**src/rtl/plot_port_arbiter_pkg.sv**
```systemverilog
// Shared screen geometry, colour constants and clear-engine state type.
// The same geometry values feed the vga_adapter defparams.
package plot_port_arbiter_pkg;

    localparam int H_RES = 160;
    localparam int V_RES = 120;
    localparam int COL_W = 24;

    localparam logic [COL_W-1:0] BLACK = 24'h000000;
    localparam logic [COL_W-1:0] WHITE = 24'hFFFFFF;

    typedef enum logic {
        CLR_IDLE,
        CLR_SWEEP
    } clr_state_t;

    function automatic logic [1:0] wrap_inc(input logic [1:0] i, input int n);
        logic [2:0] s;
        s = {1'b0, i} + 3'd1;
        if (int'(s) >= n) s = '0;
        return s[1:0];
    endfunction

endpackage

```
**src/rtl/plot_port_arbiter_clear.sv**
```systemverilog
// Full-screen clear sequencer: raster x/y counters, busy flag,
// latched fill colour and a done pulse on the final pixel.
module screen_clear_sequencer #(
    parameter int H_RES = plot_port_arbiter_pkg::H_RES,
    parameter int V_RES = plot_port_arbiter_pkg::V_RES,
    parameter int COL_W = plot_port_arbiter_pkg::COL_W
) (
    input  logic             clk,
    input  logic             resetn,
    input  logic             start_i,
    input  logic [COL_W-1:0] colour_i,
    output logic             busy_o,
    output logic [7:0]       x_o,
    output logic [7:0]       y_o,
    output logic [COL_W-1:0] colour_o,
    output logic             done_o
);
    import plot_port_arbiter_pkg::*;

    clr_state_t       state_q, state_d;
    logic [7:0]       x_q, x_d, y_q, y_d;
    logic [COL_W-1:0] col_q, col_d;
    logic             x_end, last;

    assign x_end = (x_q == 8'(H_RES - 1));
    assign last  = x_end && (y_q == 8'(V_RES - 1));

    always_comb begin
        state_d = state_q;
        x_d     = x_q;
        y_d     = y_q;
        col_d   = col_q;
        done_o  = 1'b0;
        case (state_q)
            CLR_IDLE: begin
                if (start_i) begin
                    state_d = CLR_SWEEP;
                    x_d     = '0;
                    y_d     = '0;
                    col_d   = colour_i;
                end
            end
            CLR_SWEEP: begin
                if (last) begin
                    state_d = CLR_IDLE;
                    done_o  = 1'b1;
                end else if (x_end) begin
                    x_d = '0;
                    y_d = y_q + 8'd1;
                end else begin
                    x_d = x_q + 8'd1;
                end
            end
            default: state_d = CLR_IDLE;
        endcase
    end

    always_ff @(posedge clk or negedge resetn) begin
        if (!resetn) begin
            state_q <= CLR_IDLE;
            x_q     <= '0;
            y_q     <= '0;
            col_q   <= BLACK;
        end else begin
            state_q <= state_d;
            x_q     <= x_d;
            y_q     <= y_d;
            col_q   <= col_d;
        end
    end

    assign busy_o   = (state_q == CLR_SWEEP);
    assign x_o      = x_q;
    assign y_o      = y_q;
    assign colour_o = col_q;

endmodule

```
**src/rtl/plot_port_arbiter.sv**
```systemverilog
// Round-robin arbiter with burst lock and starvation cap sharing the
// vga_adapter pixel port; a clear sweep pre-empts every requester.
module plot_port_arbiter #(
    parameter int NUM_REQ  = 3,
    parameter int H_RES    = plot_port_arbiter_pkg::H_RES,
    parameter int V_RES    = plot_port_arbiter_pkg::V_RES,
    parameter int COL_W    = plot_port_arbiter_pkg::COL_W,
    parameter int LOCK_MAX = 64
) (
    input  logic                     clk,
    input  logic                     resetn,
    input  logic                     clear_start,
    input  logic [COL_W-1:0]         clear_colour,
    output logic                     clear_busy,
    input  logic [NUM_REQ-1:0]       req_valid,
    input  logic [NUM_REQ-1:0]       req_lock,
    input  logic [8*NUM_REQ-1:0]     req_x,
    input  logic [8*NUM_REQ-1:0]     req_y,
    input  logic [COL_W*NUM_REQ-1:0] req_colour,
    output logic [NUM_REQ-1:0]       req_ready,
    output logic [1:0]               grant_id,
    output logic [7:0]               plot_x,
    output logic [7:0]               plot_y,
    output logic [COL_W-1:0]         plot_colour,
    output logic                     plot
);
    import plot_port_arbiter_pkg::*;

    localparam int CW = $clog2(LOCK_MAX + 1);

    logic             clr_go, clr_done;
    logic [7:0]       clr_x, clr_y;
    logic [COL_W-1:0] clr_col;

    logic [1:0]    ptr_q, ptr_d, own_id_q, own_id_d, inel_id_q, inel_id_d;
    logic          own_q, own_d, inel_q, inel_d;
    logic [CW-1:0] cnt_q, cnt_d;

    logic             plot_q, plot_d;
    logic [7:0]       x_q, x_d, y_q, y_d;
    logic [COL_W-1:0] col_q, col_d;

    logic [1:0]       gid, idx;
    logic             found, other_v, may_lock;
    logic [7:0]       sel_x, sel_y;
    logic [COL_W-1:0] sel_c;

    assign clr_go = clear_start && !clear_busy;

    screen_clear_sequencer #(
        .H_RES(H_RES),
        .V_RES(V_RES),
        .COL_W(COL_W)
    ) u_clear (
        .clk     (clk),
        .resetn  (resetn),
        .start_i (clear_start),
        .colour_i(clear_colour),
        .busy_o  (clear_busy),
        .x_o     (clr_x),
        .y_o     (clr_y),
        .colour_o(clr_col),
        .done_o  (clr_done)
    );

    // Lock owner overrides the round-robin search; found == transfer.
    always_comb begin
        gid       = '0;
        found     = 1'b0;
        idx       = ptr_q;
        req_ready = '0;
        if (!clear_busy) begin
            if (own_q) begin
                gid   = own_id_q;
                found = req_valid[own_id_q];
            end else begin
                for (int k = 0; k < NUM_REQ; k++) begin
                    if (!found && req_valid[idx]) begin
                        gid   = idx;
                        found = 1'b1;
                    end
                    idx = wrap_inc(idx, NUM_REQ);
                end
            end
            req_ready[gid] = found;
        end
    end

    assign grant_id = gid;

    always_comb begin
        sel_x = '0;
        sel_y = '0;
        sel_c = '0;
        for (int i = 0; i < NUM_REQ; i++) begin
            if (gid == 2'(i)) begin
                sel_x = req_x[8*i +: 8];
                sel_y = req_y[8*i +: 8];
                sel_c = req_colour[COL_W*i +: COL_W];
            end
        end
    end

    always_comb begin
        other_v = 1'b0;
        for (int i = 0; i < NUM_REQ; i++) begin
            if (2'(i) != inel_id_q && req_valid[i]) other_v = 1'b1;
        end
    end

    always_comb begin
        ptr_d     = ptr_q;
        own_d     = own_q;
        own_id_d  = own_id_q;
        cnt_d     = cnt_q;
        inel_d    = inel_q;
        inel_id_d = inel_id_q;
        may_lock  = !(inel_q && inel_id_q == gid && other_v);
        if (inel_q && (!other_v || (found && gid != inel_id_q) || clr_done))
            inel_d = 1'b0;
        if (own_q) begin
            cnt_d = (cnt_q == CW'(LOCK_MAX)) ? cnt_q : cnt_q + CW'(1);
            if (!req_lock[own_id_q]) begin
                own_d = 1'b0;
                cnt_d = '0;
                ptr_d = wrap_inc(own_id_q, NUM_REQ);
            end else if (cnt_d == CW'(LOCK_MAX)) begin
                own_d     = 1'b0;
                cnt_d     = '0;
                ptr_d     = wrap_inc(own_id_q, NUM_REQ);
                inel_d    = 1'b1;
                inel_id_d = own_id_q;
            end
        end else if (found) begin
            if (req_lock[gid] && may_lock) begin
                own_d    = 1'b1;
                own_id_d = gid;
                cnt_d    = CW'(1);
            end else begin
                ptr_d = wrap_inc(gid, NUM_REQ);
            end
        end
        if (clr_go) begin
            own_d  = 1'b0;
            cnt_d  = '0;
            inel_d = 1'b0;
        end
    end

    always_comb begin
        plot_d = 1'b0;
        x_d    = x_q;
        y_d    = y_q;
        col_d  = col_q;
        unique case (1'b1)
            clear_busy: begin
                plot_d = 1'b1;
                x_d    = clr_x;
                y_d    = clr_y;
                col_d  = clr_col;
            end
            found: begin
                plot_d = 1'b1;
                x_d    = sel_x;
                y_d    = sel_y;
                col_d  = sel_c;
            end
            default: ;
        endcase
    end

    always_ff @(posedge clk or negedge resetn) begin
        if (!resetn) begin
            ptr_q     <= '0;
            own_q     <= 1'b0;
            own_id_q  <= '0;
            cnt_q     <= '0;
            inel_q    <= 1'b0;
            inel_id_q <= '0;
            plot_q    <= 1'b0;
            x_q       <= '0;
            y_q       <= '0;
            col_q     <= BLACK;
        end else begin
            ptr_q     <= ptr_d;
            own_q     <= own_d;
            own_id_q  <= own_id_d;
            cnt_q     <= cnt_d;
            inel_q    <= inel_d;
            inel_id_q <= inel_id_d;
            plot_q    <= plot_d;
            x_q       <= x_d;
            y_q       <= y_d;
            col_q     <= col_d;
        end
    end

    assign plot        = plot_q;
    assign plot_x      = x_q;
    assign plot_y      = y_q;
    assign plot_colour = col_q;

endmodule

```
**config.mk**
```make
export PLATFORM = sky130hd
export DESIGN_NAME = plot_port_arbiter
export DESIGN_NICKNAME = d
export VERILOG_FILES = /design/src/rtl/plot_port_arbiter_pkg.sv /design/src/rtl/plot_port_arbiter_clear.sv /design/src/rtl/plot_port_arbiter.sv
export SDC_FILE = /design/constraint.sdc
export NUM_CORES = 1
export LEC_CHECK = 0
export CORE_MARGIN = 2
export CORE_UTILIZATION = 41
export CTS_CLUSTER_SIZE = 10
export DETAILED_ROUTE_END_ITERATION = 12
export GPL_TIMING_DRIVEN = 1
export PLACE_DENSITY = 0.77
export RECOVER_POWER = 100
export SLEW_MARGIN = 20
export SYNTH_ARGS = -nofsm -noshare
export SYNTH_HDL_FRONTEND = slang
export SYNTH_HIERARCHICAL = 1
export SYNTH_SLANG_ARGS = --single-unit
```
**constraint.sdc**
```tcl
create_clock -name clk -period 2.18 [get_ports clk]
set_input_delay 0.327 -clock clk [delete_from_list [all_inputs] [get_ports clk]]
set_output_delay 0.327 -clock clk [all_outputs]
set_load 0.1 [all_outputs]
```
After elaboration in Yosys (flattened, before gate mapping). Index checks and enable logic that the tools add are counted.

Input bits: 153. Flip-flop bits (word level): 97. Word-level logic and storage cells: 174. Output and inout bits: 47.

Equality and inequality tests: 15. Multiplexer cells: 90. Add/subtract/negate cells: 7. Reduce and logical (&&, ||, !) cells: 34. Bitwise logic cells: 3. $lt $le $gt $ge: 11.

Operators with widths (number): $mux W8 (11); $mux W24 (3); $pmux W8 S2 (4); $mux W7 (7); $pmux W24 S2 (1); $mux W2 (19); $mux W1 (36); $lt A2 B3 Y1 const B (6); $add A8 B1 Y8 const B (2); $eq A7 B7 Y1 const B (2); $logic_and A1 B1 Y1 (13); $add A2 B1 Y3 const B (4); $bmux W1 S2 (6); $ge A3 B2 Y1 const B (4); $reduce_and A3 Y1 (4); $eq A8 B7 Y1 const B (1); $eq A8 B8 Y1 const B (1); $ne A2 B2 Y1 const B (4); $add A7 B1 Y7 const B (1); $reduce_and A2 Y1 (3); $reduce_bool A2 Y1 (3); $reduce_bool A3 Y1 (2); $logic_not A1 Y1 (5); $and A3 B3 Y3 (1); other kinds (15) (17).

Longest topological paths before layout.
Word-level depth: 27. Depth in mapped cells: 10. Gate-level depth less buffers: 8.

Modules after synthesis. The synthesis kept the hierarchy.

By module, submodules not included: plot_port_arbiter (sequential area each 1401.3 sq um, cells each 396, times used 1, area an instance 3641.0 sq um); screen_clear_sequencer (sequential area each 1026.0 sq um, cells each 175, times used 1, area an instance 1975.6 sq um).

Worst setup path after synthesis. No wires, ideal clock.

Kind: flip-flop to output port. From: register u_clear.state_q (netlist: u_clear/busy_o). To: output req_ready[1]. Cell stages (with the launch flop): 3. Buffers on the path: 0. Arrival: 4173 ps. Slack: -2320 ps. Required time: 1853 ps. Path through: dfrtp_1 > nor3_1 > and3_1.

Word-level cells in the longest chain between the ends: 1.

Ends and longest elaborated chain: start: declaration (line plot_port_arbiter_clear.sv:20) `clr_state_t state_q, state_d;`; start signal: assignment (line plot_port_arbiter_clear.sv:65) `state_q <= state_d;`; $mux W3 (line plot_port_arbiter.sv:72) `if (!clear_busy) begin`; end: declaration (line plot_port_arbiter.sv:20) `output logic [NUM_REQ-1:0] req_ready,`.

Every way passes these cells.

Final worst setup path.
From: register own_q. To: output req_ready[2].

Word-level cells in the longest chain between the ends: 8. Elaborated cells on any way between the ends: 11. Those cells by class: order compare: 2; mux: 7; bitwise: 1; reduce/logical: 1.

Ends and longest elaborated chain: start: declaration (line plot_port_arbiter.sv:36) `logic own_q, own_d, inel_q, inel_d;`; start signal: assignment (line plot_port_arbiter.sv:186) `own_q <= own_d;`; $mux W2 (line plot_port_arbiter.sv:73) `if (own_q) begin`; $mux W2 (line plot_port_arbiter.sv:72); $lt A2 B3 Y1 (not written as such) or $ge A2 B1 Y1 (tied branches) (line plot_port_arbiter.sv:85) `req_ready[gid] = found;`; $logic_and A1 B1 Y1 (not written as such) (line plot_port_arbiter.sv:85); $mux W1 (not written as such) (line plot_port_arbiter.sv:85); $demux W1 S2 (line plot_port_arbiter.sv:85); $and A3 B3 Y3 (no source line) *; $mux W3 * (line plot_port_arbiter.sv:72).

Every way passes the cells marked *; elsewhere a longest branch is shown, timed or not. The select of a mux whose other input is x is not followed.

==> results.yml <==
power_and_ir_drop:
  leakage_nw: 3.76
  ir_worst_vdd_mv: 0.924
  fin_total_pwr_w: 0.00704
  powerDensity_nw_per_um2: 814
worst_setup_path:
  critPathMaxStageDelay_ps: 470
  r2r_slack_ps: -120
  required_ps: 1850
  cp.arrival_ps: 1990
  critPathLaunchType: "register"
  cp-end-kind: "primary output"
  critical_path_buf_inv_count: 2
  worstPathMaxFanout: 6
  crit_type: "reg2out"
  path_cells: "and2b_2 -> a21boi_4 -> or2_4 -> buf_6 -> and3_4 -> buf_12"
  cp_slowest_cell: "dfrtp_2"
  cp_top_family: "simple AND/OR/NAND/NOR gates"
status:
  outcome: "complete, but fails checks"
  violations: "negative setup slack"
synthesis:
  yosysWarnings: 6
  synthXorXnorAreaFrac_pct: 1.09
  synth_top_family_by_area: "compound AO/OA/AOI/OAI gates"
  post-synth-top-area-cell: "dfrtp_1"
  synth_simple_gate_area_share_pct: 13.3
  synth_enable_flop_cells: 0
  synthFlopType: "dfrtp_1"
  synth_seq_area_share_pct: 43.2
  syn_nets: 728
  synth_compound_area_share_pct: 29.8
  synth_most_common_cell: "dfrtp_1"
  synth_commonest_cells: "dfrtp_1 (97), a21oi_1 (52), o21ai_0 (50)"
  synthMuxAreaShare_pct: 6.13
  async_reset_ff_share_pct: 100
  synth_area_um2: 5620
  synth-seq-cells: 97
  synth_fa_ha_area_share_pct: 0.891
  netlist_instances: 571
  ys_top_cells_by_area: "dfrtp_1 (43%), a222oi_1 (6.6%), mux2_2 (5.0%)"
  synth_top_area_share_pct: 43.2
  ys_types: 79
  syn_avg_cell_area_um2: 9.84
sta:
  setup_viol: 42
  worstMarginPinSlew_ps: 1010
  final.setup_skew_ps: 10.5
  rsz0062_at_grt: "yes"
  period_minus_slack_ps: 2320
  finalMaxSlewViolations: 0
  hold_viol_final: 0
  max_freq_mhz: 431
  period_share_pct: 106
  finalWorstSetupSlack_ps: -139
  final.setup.tns_ps: -2040
  slew_headroom_pct: 32.6
finish:
  fin_nets: 961
  register_area_um2: 2430
  fin_area_um2: 8650
  fillCellCount: 1042
  drive_gt1_share_pct: 26.0
  multiInputGateArea_um2: 3060
  syn_to_final_growth_pct: 54.0
  n_antenna_cell: 0
  utilization_pct: 65.0
global_routing:
  use_met1_pct: 31.5
  grt_pass1_wl_mm: 29.9
  overflow: 0
  met3_usage_pct: 4.37
  grt_start_max_net_pins: 43
  grt_util_met2_pct: 45.2
  grt_busiest_layer: "met2"
  grt_usage_pct: 25.7
  antenna_found_initial: 0
  grt_pass1_vias: 6022
clocking:
  clkTransAtPathRegs_ps: 70
  h-tree-depth: 3
  clock_sinks: 97
  cts_buffer_depth: 2
  insertion_delay_ps: 350
  numCtsBuffers: 9
  cts_tree: "built"
  root_buffer: "clkbuf_16"
drt:
  routed_wl_mm: 19.2
  dr.first_iter.drc_count: 650
  dr.pass1.iters: 10
  ant_nets: 0
  drc_errors: 0
  vias_per_cell: 5.98
  detail_route.wl_per_cell_um: 19.5
  vias: 5889
placed_design:
  dp_hpwl_mm: 13.7
  placedInstanceArea_um2: 8120
  portBuffers: 199
  place_congestion: 0.910
die:
  die-height_um: 121
  die_w_um: 121
  core_area_um2: 13300
  die_area_um2: 14700
  rows: 42
  ioPinCount: 200
  start_util_pct: 42.2
worst_hold_path:
  hold_class: "reg2reg"
run:
  drv_cap: 0
-- state kept, by name, indices dropped and copies added (netlist names) --
| name | flops |
|---|---|
| cnt_q | 7 |
| inel_id_q | 2 |
| inel_q | 1 |
| own_id_q | 2 |
| own_q | 1 |
| plot | 1 |
| plot_colour | 24 |
| plot_x | 8 |
| plot_y | 8 |
| ptr_q | 2 |
| u_clear/busy_o | 1 |
| u_clear/colour_o | 24 |
| u_clear/x_o | 8 |
| u_clear/y_o | 8 |
-- final timing paths --
kind / from / to / cells past startpoint
max in group asynchronous: resetn / u_clear/busy_o$_DFF_PN0_ / 3
max reg2reg: ptr_q[1]$_DFFE_PN0P_ / own_id_q[0]$_DFFE_PN0P_ / 8
min in group asynchronous: resetn / plot_colour[9]$_DFFE_PN0P_ / 2
min reg2reg: u_clear/colour_o[0]$_DFFE_PN0P_ / plot_colour[0]$_DFFE_PN0P_ / 1
max: own_q$_DFF_PN0_ / req_ready[2] / 6
min: u_clear/colour_o[0]$_DFFE_PN0P_ / plot_colour[0]$_DFFE_PN0P_ / 1
-- where the power goes --
part | internal (W) | leakage (nW) | switching (W) | total, W
combinational | 0.00101 | 2.40 | 0.00177 | 0.00278
sequential | 0.00209 | 1.19 | 0.000318 | 0.00241
clock | 0.00116 | 0.173 | 0.000699 | 0.00186
-- worst reg2reg max path, stage by stage (launching register included) --
cell and delay [ps]:
dfrtp_2 480, and4bb_4 230, a211oi_4 260, buf_6 160
mux2i_4 230, o311ai_4 150, o22ai_4 250, nor3_2 80
mux2_1 320
-- per-stage QoR --
step	instances	setup WS, ps	hold WS, ps
global route	985	-211	494
floorplan	571	-414	31.4
detailed placement	954	-583	351
finish	985	-139	475
CTS	980	-143	482
global placement	954	-531	343
-- layer usage --
| layer | vias to the layer above | wire length [µm] |
|---|---|---|
| met5 | - | 0 |
| met4 | 0 | 512 |
| li1 | 2669 | - |
| met2 | 259 | 9880 |
| met1 | 2912 | 7710 |
| met3 | 49 | 1060 |
-- cell usage in the layout, fill, tap and decap left out, types with 4 or more instances in the layout --
cell type          n
clkdlybuf4s50_1  148
dfrtp_1           93
o21ai_0           50
a21oi_1           50
buf_4             46
clkbuf_2          43
a222oi_1          37
a21o_1            37
nand2_1           26
mux2_2            25
nor2_1            19
inv_1             15
nand3_1           12
buf_6             12
buf_12            12
clkbuf_16         10
nor3_1             8
nand4_1            7
nand2b_1           6
xnor2_1            5
a31oi_1            5
and2_4             4
and3_1             4
and2_1             4
dfrtp_2            4
o211ai_1           4
-- kinds of logic after synthesis --
group | Yosys count
AO/OA/AOI/OAI | 235
XOR/XNOR | 7
adder cells (fa/ha/maj) | 4
buffers and inverters | 65
flip-flops | 97
multiplexers | 31
AND/OR/NAND/NOR | 132
-- area by class of cell --
cell class | count | area share (%)
clock inverter | 6 | 1.30
timing repair buffer | 272 | 29.2
multi-input combinational | 409 | 35.4
tap | 176 | 2.55
clock buffer | 10 | 2.76
sequential | 97 | 28.1
inverter | 15 | 0.651
-- repair_timing --
item / CTS / global route
setup endpoints to repair: 53 / 56
gates resized for setup: 37 / 11
hold buffers: 1 / 0
setup buffers: 9 / 3
hold endpoints to repair: 37 / 0
gates cloned: 0 / 2
pin swaps: 19 / 40
(Power assumes the default switching activity.)
